==> src/rtl/sine_phase_gen.sv <==
// Phase accumulator with quarter-wave fold producing the argument for a sine stage.
// Define PHASE_DITHER_EN to add LFSR phase dither ahead of the truncation.
module sine_phase_gen #(
    parameter int unsigned G_DWIDTH   = 16,
    parameter int unsigned G_ACCWIDTH = 32
) (
    input  logic                  clk,
    input  logic                  reset_n,
    input  logic                  enable,
    input  logic                  bypass,
    input  logic [G_ACCWIDTH-1:0] freq_word,
    input  logic                  freq_valid,
    output logic                  freq_ready,
    output logic [G_DWIDTH-1:0]   dout,
    output logic                  dout_valid,
    input  logic                  dout_ready
);

    localparam int unsigned FW    = G_DWIDTH + 2;
    localparam int unsigned DITHW = G_ACCWIDTH - G_DWIDTH;

    localparam logic signed [FW-1:0] HPos   = FW'(1) << (G_DWIDTH - 2);
    localparam logic signed [FW-1:0] HNeg   = -HPos;
    localparam logic signed [FW-1:0] Full   = FW'(1) << G_DWIDTH;
    localparam logic signed [FW-1:0] SatMax = (FW'(1) << (G_DWIDTH - 1)) - FW'(1);

    typedef enum logic [1:0] {SmInit, SmCompute, SmSendOutput} state_e;

    state_e                state_q;
    logic [G_ACCWIDTH-1:0] acc_q;
    logic [G_ACCWIDTH-1:0] freq_q;
    logic [G_ACCWIDTH-1:0] phase;
    logic [G_DWIDTH-1:0]   u;
    logic signed [FW-1:0]  u_ext;
    logic signed [FW-1:0]  two_u;
    logic signed [FW-1:0]  x_ext;
    logic                  out_accept;

    assign out_accept = enable && (state_q == SmSendOutput) && dout_valid && dout_ready;

`ifdef PHASE_DITHER_EN
    logic [15:0]           lfsr_q;
    logic [G_ACCWIDTH-1:0] dither;

    always_comb begin
        dither = '0;
        for (int i = 0; i < 16; i++) begin
            if (i < int'(DITHW)) dither[i] = lfsr_q[i];
        end
    end

    // Fibonacci LFSR, taps 16,15,13,4; advances once per accepted sample
    always_ff @(posedge clk) begin
        if (!reset_n) begin
            lfsr_q <= 16'hACE1;
        end else if (out_accept) begin
            lfsr_q <= {lfsr_q[14:0], lfsr_q[15] ^ lfsr_q[14] ^ lfsr_q[12] ^ lfsr_q[3]};
        end
    end

    assign phase = acc_q + dither;
`else
    assign phase = acc_q;
`endif

    // Fold the signed phase into [-1, 1) so that sin(2*pi*phase) = sin(pi/2*x)
    always_comb begin
        u     = G_DWIDTH'(phase >> DITHW);
        u_ext = {{2{u[G_DWIDTH-1]}}, u};
        two_u = u_ext <<< 1;
        x_ext = two_u;
        if (u_ext >= HPos) begin
            x_ext = Full - two_u;
            if (x_ext > SatMax) x_ext = SatMax;
        end else if (u_ext < HNeg) begin
            x_ext = -Full - two_u;
        end
    end

    always_ff @(posedge clk) begin
        if (!reset_n) begin
            state_q    <= SmInit;
            acc_q      <= '0;
            freq_q     <= '0;
            dout       <= '0;
            dout_valid <= 1'b0;
            freq_ready <= 1'b0;
        end else if (!enable) begin
            state_q    <= SmInit;
            dout_valid <= 1'b0;
            freq_ready <= 1'b0;
        end else begin
            // Accumulation below reads the old freq_q even when a load lands this cycle
            if (freq_valid && freq_ready) freq_q <= freq_word;
            case (state_q)
                SmInit: begin
                    freq_ready <= 1'b1;
                    state_q    <= SmCompute;
                end
                SmCompute: begin
                    dout       <= bypass ? u : G_DWIDTH'(x_ext);
                    dout_valid <= 1'b1;
                    state_q    <= SmSendOutput;
                end
                SmSendOutput: begin
                    if (dout_valid && dout_ready) begin
                        dout_valid <= 1'b0;
                        acc_q      <= acc_q + freq_q;
                        state_q    <= SmCompute;
                    end
                end
                default: state_q <= SmInit;
            endcase
        end
    end

endmodule

==> config.mk <==
export PLATFORM = sky130hd
export DESIGN_NAME = sine_phase_gen
export DESIGN_NICKNAME = d
export VERILOG_FILES = /design/src/rtl/sine_phase_gen.sv
export SDC_FILE = /design/constraint.sdc
export NUM_CORES = 1
export LEC_CHECK = 0
export BUFFER_PORTS_ARGS = -buffer_cell sky130_fd_sc_hd__buf_2
export CORE_ASPECT_RATIO = 0.75
export CORE_MARGIN = 2
export CORE_UTILIZATION = 40
export CTS_CLUSTER_DIAMETER = 200
export CTS_CLUSTER_SIZE = 14
export DETAILED_ROUTE_END_ITERATION = 6
export PLACE_DENSITY = 0.56
export SETUP_SLACK_MARGIN = 0.4
export SYNTH_ARGS = -nofsm -noshare
export SYNTH_HDL_FRONTEND = slang
export SYNTH_SLANG_ARGS = --single-unit
==> constraint.sdc <==
create_clock -name clk -period 3.2 [get_ports clk]
set_input_delay 0.48 -clock clk [delete_from_list [all_inputs] [get_ports clk]]
set_output_delay 0.48 -clock clk [all_outputs]
set_load 0.005 [all_outputs]
==> results.json <==
{
  "status": "completed",
  "rsz0062_at_grt": "no",
  "tightest_slew_ns": 1.004,
  "grt_max_degree": 65,
  "reg2reg_depth": 10,
  "max_slew_margin_pct": 33.06,
  "antenna_found_initial": 0,
  "drc": 0,
  "synth_top_area_share_pct": 32.81,
  "die_x_um": 134.7,
  "cts.sinks": 84,
  "whs_ns": 0.3850,
  "path_max_fanout": 4,
  "maxSlewViolCount": 0,
  "max_freq_mhz": 374.9,
  "area_growth_pct": 16.82,
  "synth_edf_count": 0,
  "hold_path.class": "in2reg",
  "clk_pin_slew_worst_paths_ns": 0.06,
  "grt.total_usage_pct": 19.47,
  "initial_core_util_pct": 41.35,
  "skew_ns": 0.005435,
  "drtAntennaViolNets": 0,
  "peakVddDrop_uv": 236.6,
  "drt_wl_total_um": 12430,
  "yosys_warnings": 0,
  "grt_pass1_wl_um": 21450,
  "num_antenna_cells": 0,
  "postSynthCellCount": 646,
  "fin_area_mm2": 0.005987,
  "drv_cap": 0,
  "cts_buffers": 9,
  "dr.pass1.iters": 5,
  "gp_congestion": 0.9043,
  "clock_insertion_delay_worst_skew_ns": 0.34,
  "critPathKind": "reg2reg",
  "synth-main-ff-cell": "dfxtp_1",
  "fin_tns_setup_ns": 0,
  "p_leak_nw": 2.531,
  "arrival_ns": 2.88,
  "via_count": 4576,
  "drtIter0Drc": 328,
  "seq_area_frac_synth_pct": 32.81,
  "num_io_pins": 56,
  "numPortBuffers": 55,
  "synth_area_leader_cell": "dfxtp_1",
  "cts_htree_levels": 3,
  "syn-cell-area_mm2": 0.005125,
  "vias_per_cell": 5.321,
  "critPathLaunchType": "register",
  "die_area_mm2": 0.01374,
  "cts_tree": "yes",
  "core-area_mm2": 0.01239,
  "setup_viol_count_final": 0,
  "syn_nets": 717,
  "clk_path_buf_depth": 2,
  "holdBufCountCts": 0,
  "dpl_cell_area_mm2": 0.005525,
  "seqPwrFrac_pct": 47.1,
  "internal_power_mw": 1.775,
  "p_total_mw": 2.291,
  "power_frac_comb_pct": 5.5,
  "cp.required_ns": 3.42,
  "netlist-cell-type-count": 55,
  "pwr_density_cell_mw_per_mm2": 382.6,
  "gr-total-overflow": 0,
  "post_drt_wl_per_cell_um": 14.45,
  "cp-end-kind": "register",
  "synth-async-reset-ratio_pct": 0,
  "hold_path_depth": 3,
  "power.clock.fraction_pct": 47.4,
  "synthTopCellsByArea": "dfxtp_1, nand2_1, ha_1",
  "switching_share_pct": 22.53,
  "die_h_um": 102.0,
  "root_buffer": "clkbuf_16",
  "rows": 35,
  "grt_pass1_vias": 4233,
  "switchingPower_mw": 0.5161,
  "nets": 760,
  "drive_above_1_share_pct": 15.13,
  "fill_cells": 1195,
  "period_share_pct": 83.35,
  "syn_avg_cell_area_um2": 7.933,
  "ys_ff_latch": 84,
  "dp.final_hpwl_um": 8836,
  "hold_violations": 0,
  "finalCriticalPeriod_ns": 2.667
}
-- synthesized netlist by cell type, drive strengths merged, types with 2 or more instances --
master and n:
a211oi 7, a21boi 39, a21o 21, a21oi 49
a221oi 5, a2bb2oi 2, a31oi 5, and2 20
and3 6, buf 2, clkbuf 33, dfxtp 84
ha 32, inv 19, mux2i 11, nand2 116
nand2b 3, nand3 19, nand3b 4, nand4 4
nand4b 2, nor2 19, nor2b 4, nor3 7
nor3b 2, nor4 2, o211a 4, o211ai 4
o21a 3, o21ai 55, o21bai 6, o221a 2
o31a 3, o31ai 2, or3 2, xnor2 23
xor2 16
-- sequential cells by signal, summed over array words and instances, names as in the netlist --
signal	flops
freq_q	32
acc_q	32
state_q	2
freq_ready	1
dout	16
dout_valid	1
-- stage by stage --
stage                     worst slack, ns  util, %  cells
after floorplan                    0.5465        -    646
after global placement             0.3016    44.58    838
after detailed placement           0.2538    44.58    838
after CTS                          0.4103    47.31    856
after global routing               0.3854    48.31    860
final                              0.5328    48.31    860
-- path summary, 6_finish.rpt --
| path | start | endpoint | slack, ns |
|---|---|---|---|
| setup / recovery | acc_q[1]$_SDFFE_PN0P_ | acc_q[31]$_SDFFE_PN0P_ | 0.53 |
| hold / removal | freq_word[22] | freq_q[22]$_SDFFE_PN0P_ | 0.38 |
| setup reg to reg | acc_q[1]$_SDFFE_PN0P_ | acc_q[31]$_SDFFE_PN0P_ | 0.53 |
| hold reg to reg | acc_q[9]$_SDFFE_PN0P_ | acc_q[9]$_SDFFE_PN0P_ | 0.47 |
-- power groups by stage --
stage | registers [mW] | logic [mW] | clock network, mW
floorplan | 1.10 | 0.0741 | 0
global placement | 1.10 | 0.124 | 0
detailed placement | 1.10 | 0.126 | 0
CTS | 1.08 | 0.126 | 1.12
global route | 1.08 | 0.145 | 1.15
finish | 1.08 | 0.126 | 1.09
-- cells by family (layout without fill, tap and decap cells) --
group                    count (synthesis)  count (layout)  share of synthesized area, %
multiplexers                            11              11                         2.149
adder cells (fa/ha/maj)                 33              33                         8.203
buffers and inverters                   54             102                         3.979
AND/OR/NAND/NOR                        214             214                         19.26
XOR/XNOR                                39              39                         6.665
flip-flops                              84              84                         32.81
AO/OA/AOI/OAI                          211             211                         26.93
-- timing repair --
| action | CTS | global route |
|---|---|---|
| gates resized for setup | 1 | 16 |
| setup buffers | 2 | 4 |
| setup endpoints to repair | 3 | 12 |
| pin swaps | 2 | 13 |
-- worst max-delay path: stages (launching register included) --
cell and delay (ns):
dfxtp_1 0.34, ha_1 0.29, a21o_1 0.12, a21oi_2 0.08
o31a_2 0.34, a21o_1 0.21, o21ba_2 0.22, o21ai_2 0.15
a41o_1 0.22, a211oi_1 0.06, or4_1 0.51
-- layout make-up --
class,count,area [µm²],area share [%]
clock inverters,4,55.05,0.9195
clock buffers,12,256.5,4.284
repair buffers,67,365.4,6.102
well taps,166,207.7,3.469
flip-flops and latches,84,1683,28.11
inverters,19,71.32,1.191
multi-input cells,508,3348,55.92
-- routing by layer --
| metal | routed length, µm | vias up | GRT usage (%) |
|---|---|---|---|
| met3 | 623 | 6 | 3.522 |
| met2 | 4989 | 104 | 28.70 |
| met1 | 6731 | 2101 | 29.23 |
| met5 | 0 | - | 0 |
| li1 | - | 2365 | - |
| met4 | 88 | 0 | 4.777 |
-- cell usage in the layout, fill, tap and decap left out, types with 7 or more instances in the layout --
cell type  Yosys  routed
xnor2_1       23      23
clkbuf_16      0       9
and2_1        20      20
a21o_1        20      20
inv_1         19      19
nand3_1       19      19
o21ai_0       44      44
dfxtp_1       84      83
nand2_1      116     116
a21boi_0      36      36
xor2_1        16      16
mux2i_1       11      11
ha_1          32      26
a21oi_1       49      46
buf_4          0      12
o21ai_1       10      10
a211oi_1       7       7
buf_2          1      55
nor2_1        19      19
No activity file was read; power rests on OpenSTA's default activity.
